[src/rtl/dmem_arbiter.sv]
// Round-robin arbiter sharing the single data-memory port between the LSU (port 0) and the debug/DMA loader (port 1).
// Optional burst locking is compiled in with `define DMEM_ARB_LOCK_EN.
module dmem_arbiter #(
  parameter int unsigned DEPTH    = 1024,
  parameter int unsigned LOCK_MAX = 4
) (
  input  logic        clk,
  input  logic        rst_n,
  input  logic        req0,
  input  logic        we0,
  input  logic [31:0] addr0,
  input  logic [31:0] wdata0,
  input  logic        lock0,
  input  logic        req1,
  input  logic        we1,
  input  logic [31:0] addr1,
  input  logic [31:0] wdata1,
  input  logic        lock1,
  output logic        gnt0,
  output logic        gnt1,
  output logic        rvalid0,
  output logic [31:0] rdata0,
  output logic        err0,
  output logic        rvalid1,
  output logic [31:0] rdata1,
  output logic        err1,
  output logic [31:0] mem_addr,
  output logic [31:0] mem_wdata,
  output logic        mem_we,
  output logic        mem_re,
  input  logic [31:0] mem_rdata
);

  localparam int unsigned WORD_W = 30;
  localparam logic [WORD_W-1:0] DEPTH_W = WORD_W'(DEPTH);

  logic        last_gnt;
  logic        sel_valid;
  logic        sel1;
  logic        sel_we;
  logic [31:0] sel_addr;
  logic [31:0] sel_wdata;
  logic        in_range;

`ifdef DMEM_ARB_LOCK_EN
  localparam int unsigned CNT_W = 4;
  localparam logic [CNT_W-1:0] LOCK_MAX_W = CNT_W'(LOCK_MAX);
  localparam bit LOCK_OK = (LOCK_MAX > 1);

  typedef enum logic [1:0] {ARB, LOCK0, LOCK1} state_t;

  state_t           state;
  logic [CNT_W-1:0] lock_cnt;

  // Winner selection: a locked port excludes the other, otherwise round-robin.
  always_comb begin
    sel_valid = 1'b0;
    sel1      = 1'b0;
    if (rst_n) begin
      case (state)
        LOCK0: begin
          sel_valid = req0;
          sel1      = 1'b0;
        end
        LOCK1: begin
          sel_valid = req1;
          sel1      = 1'b1;
        end
        default: begin
          sel_valid = req0 | req1;
          sel1      = (req0 & req1) ? ~last_gnt : req1;
        end
      endcase
    end
  end

  // Lock FSM: enter on a locked grant, leave on unlock, budget exhausted or request gap.
  always_ff @(posedge clk) begin
    if (!rst_n) begin
      state    <= ARB;
      lock_cnt <= '0;
    end else begin
      case (state)
        ARB: begin
          if (LOCK_OK && gnt0 && lock0) begin
            state    <= LOCK0;
            lock_cnt <= CNT_W'(1);
          end else if (LOCK_OK && gnt1 && lock1) begin
            state    <= LOCK1;
            lock_cnt <= CNT_W'(1);
          end
        end
        LOCK0: begin
          if (!req0 || !lock0 || (lock_cnt + CNT_W'(1) >= LOCK_MAX_W)) begin
            state    <= ARB;
            lock_cnt <= '0;
          end else begin
            lock_cnt <= lock_cnt + CNT_W'(1);
          end
        end
        LOCK1: begin
          if (!req1 || !lock1 || (lock_cnt + CNT_W'(1) >= LOCK_MAX_W)) begin
            state    <= ARB;
            lock_cnt <= '0;
          end else begin
            lock_cnt <= lock_cnt + CNT_W'(1);
          end
        end
        default: begin
          state    <= ARB;
          lock_cnt <= '0;
        end
      endcase
    end
  end
`else
  logic unused_lock;
  assign unused_lock = lock0 | lock1;

  // Winner selection: pure round-robin, port 0 wins ties after reset.
  always_comb begin
    sel_valid = 1'b0;
    sel1      = 1'b0;
    if (rst_n) begin
      sel_valid = req0 | req1;
      sel1      = (req0 & req1) ? ~last_gnt : req1;
    end
  end
`endif

  // Route the winner onto the memory port; idle cycles drive zeros.
  always_comb begin
    sel_we    = 1'b0;
    sel_addr  = '0;
    sel_wdata = '0;
    if (sel_valid) begin
      sel_we    = sel1 ? we1    : we0;
      sel_addr  = sel1 ? addr1  : addr0;
      sel_wdata = sel1 ? wdata1 : wdata0;
    end
  end

  assign in_range  = sel_addr[31:2] < DEPTH_W;
  assign gnt0      = sel_valid & ~sel1;
  assign gnt1      = sel_valid &  sel1;
  assign mem_addr  = sel_addr;
  assign mem_wdata = sel_wdata;
  assign mem_we    = sel_valid &  sel_we & in_range;
  assign mem_re    = sel_valid & ~sel_we & in_range;

  // Response registers and round-robin history.
  always_ff @(posedge clk) begin
    if (!rst_n) begin
      rvalid0  <= 1'b0;
      rdata0   <= '0;
      err0     <= 1'b0;
      rvalid1  <= 1'b0;
      rdata1   <= '0;
      err1     <= 1'b0;
      last_gnt <= 1'b1;
    end else begin
      rvalid0 <= gnt0;
      err0    <= gnt0 & ~in_range;
      rvalid1 <= gnt1;
      err1    <= gnt1 & ~in_range;
      if (gnt0) begin
        rdata0 <= mem_re ? mem_rdata : '0;
      end
      if (gnt1) begin
        rdata1 <= mem_re ? mem_rdata : '0;
      end
      if (sel_valid) begin
        last_gnt <= sel1;
      end
    end
  end

endmodule

[config.mk]
export PLATFORM = sky130hd
export DESIGN_NAME = dmem_arbiter
export DESIGN_NICKNAME = d
export VERILOG_FILES = /design/src/rtl/dmem_arbiter.sv
export SDC_FILE = /design/constraint.sdc
export NUM_CORES = 1
export LEC_CHECK = 0
export CAP_MARGIN = 20
export CORE_AREA = 4 4 114 116
export CTS_CLUSTER_SIZE = 24
export DETAILED_ROUTE_END_ITERATION = 16
export DIE_AREA = 0 0 118 120
export DONT_BUFFER_PORTS = 1
export GPL_TIMING_DRIVEN = 0
export PLACE_DENSITY = 0.54
export RECOVER_POWER = 50
export SYNTH_ARGS = -nofsm -noshare
export SYNTH_HDL_FRONTEND = slang
export SYNTH_SLANG_ARGS = --single-unit
[constraint.sdc]
create_clock -name clk -period 5.1 [get_ports clk]
set_input_delay 0.51 -clock clk [delete_from_list [all_inputs] [get_ports clk]]
set_output_delay 0.51 -clock clk [all_outputs]
set_load 0.01 [all_outputs]
==> flow_summary.yaml, run 1 <==
outcome:
  status: "completed"
sta:
  fin_worst_skew_ns: 0.00349
  final_max_slew_viol_count: 0
  worst_slack_ns: 1.12
  min_period_over_period: 0.781
  tightest_slew_ns: 0.803
  max_freq_ghz: 0.251
  finalCriticalPeriod_ns: 3.98
  setup_viol: 0
  rsz0062_at_grt: "no"
  max_slew_margin: 0.460
  tns_ns: 0
  final_hold_viol_count: 0
cells_and_area:
  fin_nets: 763
  drive_gt1_frac: 0.137
  syn_to_final_growth_pct: 9.45
  final_cell_area_sq_um: 4820
  final-seq-area_sq_um: 1380
  multi_input_area_sq_um: 2640
  nFillCells: 1249
  fin_util: 0.405
global_route:
  grt_pass1_wl_microns: 26500
  antenna_found_initial: 2
  grt_max_degree: 11
  grt.overflow.total: 0
  grt_pass1_vias: 4448
  globalRouteTotalUtil: 0.242
yosys:
  syn_inst: 584
  synth_common_cells: "156 x nand2_1, 69 x dfxtp_1, 66 x nand3_1"
  ys_types: 31
  syn_area_per_cell_sq_um: 7.55
  yosysSeqAreaShare: 0.313
  netlist.area_leader.share: 0.313
  async_reset_ff_frac: 0
  synth_most_common_cell: "nand2_1"
  ys_seq_elements: 69
  synth.area.top_cells: "dfxtp_1 31%, o31ai_2 14%, nand2_1 13%"
  yosys.area.top_type: "dfxtp_1"
  syn_area_sq_um: 4410
  synth_edf_count: 0
  yosys_warnings: 0
  synth_top_flop_cell: "dfxtp_1"
  syn_nets: 752
drt:
  ant_nets: 0
  drc_errors: 0
  wl_per_cell_microns: 24.4
  drt_iter0_markers: 335
  viasPerCell: 6.12
  firstDrtPassIters: 5
  vias: 4577
  wl_microns: 18200
power_and_ir_drop:
  p_sw_frac: 0.318
  internal-power_mw: 0.936
  power.switching_mw: 0.436
  power_frac_comb: 0.198
  pwr-share-seq: 0.399
  power_mw: 1.37
  peakVddDrop_uv: 167
  p_leak_nw: 1.61
  p_clk_frac: 0.403
  powerDensity_nw_per_um2: 284
worst_setup_path:
  slowest_stage: "a21boi_0"
  cp.required_ns: 4.59
  cp_max_fo: 10
  r2r-start: "last_gnt"
  crit_path_start: "last_gnt"
  worst_ep_arrival_time_ns: 3.47
  worstPathCellList: "a21boi_0, nand2_1, clkbuf_1, inv_2, clkbuf_1, nand2_1, a21oi_1"
  cp_top_family: "compound AO/OA/AOI/OAI gates"
  slowest_delay_ns: 0.65
  critPathBufInv: 3
  critPathLaunchType: "flip-flop"
  path_class: "reg2out"
  endpoint_kind: "primary output"
  worstRegToRegCells: 9
  path_depth: 7
min_path:
  hold_path_depth: 2
  hold_start: "req1"
  worst_hold_path_type: "in2reg"
clock_tree:
  clk_latency_ns: 0.34
  tritoncts: "built"
  clkTransAtPathRegs_ns: 0.05
  numCtsBuffers: 9
  cts_setup_buffers: 0
  cts_root_buffer: "clkbuf_16"
  hold_buffers: 0
  ctsLongestPathBuffers: 2
  clock_sinks: 69
  cts-resized-gates: 0
  cts_max_level: 3
floorplan:
  die_w_microns: 118
  dieArea_sq_um: 14200
  die_y_microns: 120
  core_sq_um: 11900
  start_util: 0.370
  io-pin-count: 304
  num_rows: 40
placement:
  dpl_cell_area_sq_um: 4590
  port_buffers: 0
  gp_congestion: 1.01
  pre_cts_ws_ns: 1.71
  dp_hpwl_microns: 14700
flow_run:
  maxCapViolations: 0
-- layer usage --
metal  GRT usage  routed length (microns)  vias up
li1            -                        -     2140
met1       0.316                     7830     2180
met2       0.370                     8280      229
met3      0.0905                     1760       26
met4      0.0740                      329        2
met5           0                       12        -
-- power groups by stage --
| stage | Clock, mW | Sequential, mW | Combinational, mW |
|---|---|---|---|
| after floorplan | 0 | 0.557 | 0.200 |
| after global placement | 0 | 0.559 | 0.268 |
| after detailed placement | 0 | 0.559 | 0.271 |
| after CTS | 0.562 | 0.547 | 0.271 |
| after global routing | 0.585 | 0.547 | 0.296 |
| final | 0.553 | 0.547 | 0.272 |
-- worst paths after layout --
path / to / slack [ns]
worst max-delay path: mem_wdata[28] / 1.12
worst min-delay path: last_gnt / 0.32
worst max register to register: rdata0[15] / 1.76
worst min register to register: rdata0[7] / 0.52
-- sequential cells by signal, indices dropped and copies added (netlist names) --
signal	flops
err0	1
rdata1	32
rdata0	32
err1	1
last_gnt	1
rvalid1	1
rvalid0	1
-- stage by stage --
| stage | hold slack (ns) | cells |
|---|---|---|
| floorplan | 0.489 | 584 |
| global placement | 0.510 | 731 |
| detailed placement | 0.510 | 731 |
| CTS | 0.312 | 747 |
| global route | 0.362 | 747 |
| finish | 0.319 | 748 |
-- cells by family after synthesis --
logic type / Yosys count / synth area share
flip-flops: 69 / 0.313
buffers and inverters: 75 / 0.0872
AND/OR/NAND/NOR: 305 / 0.333
AO/OA/AOI/OAI: 135 / 0.266
-- cell usage in the layout (no fill, tap or decap), types with 6 or more instances in the layout --
| master | n |
|---|---|
| nand2_1 | 156 |
| dfxtp_1 | 69 |
| nand3_1 | 66 |
| clkbuf_1 | 55 |
| o31ai_2 | 49 |
| a21oi_1 | 46 |
| or3_1 | 32 |
| or4_1 | 32 |
| o32ai_1 | 16 |
| o31ai_1 | 15 |
| clkbuf_16 | 9 |
| buf_6 | 8 |
| buf_2 | 6 |
| nor2_1 | 6 |
-- area by class of cell --
| cell class | instances | share of cell area |
|---|---|---|
| multi-input cells | 440 | 0.547 |
| flip-flops and latches | 69 | 0.286 |
| plain buffers | 69 | 0.0708 |
| clock buffers | 14 | 0.0506 |
| well taps | 147 | 0.0381 |
| inverters | 6 | 0.00467 |
| clock inverters | 2 | 0.00208 |
| diodes | 1 | 0.000519 |
Power figures use the tool's default switching activity.
==> run 2: changes to the inputs <==
--- a/config.mk
+++ b/config.mk
@@ -5,14 +5,15 @@
 export SDC_FILE = /design/constraint.sdc
 export NUM_CORES = 1
 export LEC_CHECK = 0
+export ABC_AREA = 1
 export CAP_MARGIN = 20
-export CORE_AREA = 4 4 114 116
+export CORE_AREA = 4 4 116 118
 export CTS_CLUSTER_SIZE = 24
 export DETAILED_ROUTE_END_ITERATION = 16
-export DIE_AREA = 0 0 118 120
+export DIE_AREA = 0 0 120 122
 export DONT_BUFFER_PORTS = 1
 export GPL_TIMING_DRIVEN = 0
-export PLACE_DENSITY = 0.54
+export PLACE_DENSITY = 0.47
 export RECOVER_POWER = 50
 export SYNTH_ARGS = -nofsm -noshare
 export SYNTH_HDL_FRONTEND = slang
==> constraint.sdc (replaced) <==
create_clock -name clk -period 3.7 [get_ports clk]
set_input_delay 0.37 -clock clk [delete_from_list [all_inputs] [get_ports clk]]
set_output_delay 0.37 -clock clk [all_outputs]
set_load 0.01 [all_outputs]
==> flow_summary.yaml, run 2 <==
yosys:
  yosysSeqAreaShare: 0.364
  synth_top_flop_cell: "dfxtp_1"
  syn_area_per_cell_sq_um: 6.31
  async_reset_ff_frac: 0
  netlist.area_leader.share: 0.364
  synth_edf_count: 0
  ys_types: 22
  ys_seq_elements: 69
  syn_area_sq_um: 3790
  syn_nets: 769
  synth_common_cells: "230 x nand2_1, 69 x dfxtp_1, 64 x nand4_1"
  synth.area.top_cells: "dfxtp_1 36%, nand2_1 23%, nand4_1 11%"
  yosys_warnings: 0
  syn_inst: 601
  yosys.area.top_type: "dfxtp_1"
  synth_most_common_cell: "nand2_1"
worst_setup_path:
  rrSetupSlack_ns: 0.98
  endpoint_kind: "primary output"
  critPathBufInv: 2
  slowest_stage: "clkbuf_1"
  cp_max_fo: 10
  cp.required_ns: 3.33
  cp_top_family: "simple AND/OR/NAND/NOR gates"
  critPathLaunchType: "flip-flop"
  worst_ep_arrival_time_ns: 2.79
  worstPathCellList: "nand2_1, nand2_1, clkbuf_1, nand2_1, nand3_1, nand2_1, nor2_1, nand3_1, nor2_1, buf_6, and3_1"
  path_class: "reg2out"
  path_common_cell: "nand2_1"
  slowest_delay_ns: 0.41
sta:
  max_freq_ghz: 0.317
  final_max_slew_viol_count: 0
  finalCriticalPeriod_ns: 3.16
  setup_viol: 0
  final_hold_viol_count: 0
  max_slew_margin: 0.451
  tightest_slew_ns: 0.816
  tns_ns: 0
  fin_worst_skew_ns: 0.00446
  rsz0062_at_grt: "no"
  min_period_over_period: 0.854
placement:
  dp_hpwl_microns: 12500
  placed_cells: 773
  dpl_cell_area_sq_um: 4010
  gp_congestion: 0.932
  port_buffers: 0
floorplan:
  start_util: 0.304
  core_sq_um: 12500
  io-pin-count: 304
  die_w_microns: 120
  dieArea_sq_um: 14600
  num_rows: 41
  die_y_microns: 122
clock_tree:
  clkTransAtPathRegs_ns: 0.06
  hold_buffers: 0
  cts_max_level: 3
  tritoncts: "built"
  clock_sinks: 69
  clk_latency_ns: 0.33
  numCtsBuffers: 9
  cts_setup_buffers: 0
  ctsLongestPathBuffers: 2
  cts-resized-gates: 0
  cts_root_buffer: "clkbuf_16"
global_route:
  grt_pass1_vias: 4007
  grt_max_degree: 13
  globalRouteTotalUtil: 0.199
  antenna_found_initial: 0
  grt_pass1_wl_microns: 22600
  grt.overflow.total: 0
drt:
  vias: 4110
  wl_per_cell_microns: 19.5
  ant_nets: 0
  viasPerCell: 5.21
  drc_errors: 0
  wl_microns: 15400
  drt_iter0_markers: 275
  firstDrtPassIters: 7
cells_and_area:
  drive_gt1_frac: 0.0567
  final_common_cell: "nand2_1"
  final-seq-area_sq_um: 1380
  final_cells: 789
  fin_util: 0.343
  n_antenna_cell: 0
  syn_to_final_growth_pct: 12.9
  multi_input_area_sq_um: 1900
  fin_nets: 780
  nFillCells: 1373
  reg_top3: "rdata0: 32 flops, rdata1: 32 flops"
  final_cell_area_sq_um: 4280
  mostFrequentLayoutCells: "231 x nand2_1, 69 x dfxtp_1, 64 x nand4_1"
outcome:
  status: "completed"
min_path:
  worst_hold_path_type: "in2reg"
power_and_ir_drop:
  power_mw: 1.86
  peakVddDrop_uv: 188
  powerDensity_nw_per_um2: 436
  p_leak_nw: 2.19
flow_run:
  maxCapViolations: 0
run 2: area by class of cell:
class	instances	area share
multi-input combinational	420	0.445
sequential	69	0.323
buffer	51	0.0576
clock buffer	11	0.0567
inverter	61	0.0538
tap	172	0.0503
clock inverter	5	0.0140
run 2: kinds of logic after synthesis:
family                 after synthesis  synth area share
and+or+nand+nor                    376             0.448
buffers and inverters              112             0.130
DFF                                 69             0.364
AOI/OAI and AO/OA                   44            0.0581
run 2: where the power goes:
group	total, mW	switching [mW]	internal [mW]
Combinational	0.251	0.190	0.0605
Sequential	0.752	0.00407	0.748
Clock	0.862	0.321	0.541
Total	1.86	0.516	1.35
run 2: stage by stage:
step | hold WS [ns] | setup WS (ns)
after detailed placement | 0.446 | 1.11
after global placement | 0.447 | 1.11
after CTS | 0.170 | 0.888
after global routing | 0.171 | 0.387
after floorplan | 0.427 | 1.67
final | 0.185 | 0.541
run 2: path summary, 6_finish.rpt:
path,startpoint,endpoint,cells after the start
max,last_gnt,mem_we,11
min,mem_rdata[9],rdata1[9],2
max reg2reg,last_gnt,rdata0[7],12
min reg2reg,last_gnt,last_gnt,2
run 2: per-layer routing:
metal / vias to the layer above / wire length, microns / GRT usage
met1: 1853 / 5860 / 0.231
met3: 20 / 2270 / 0.111
met4: 0 / 234 / 0.0523
li1: 1973 / - / -
met2: 264 / 7000 / 0.317
met5: - / 0 / 0
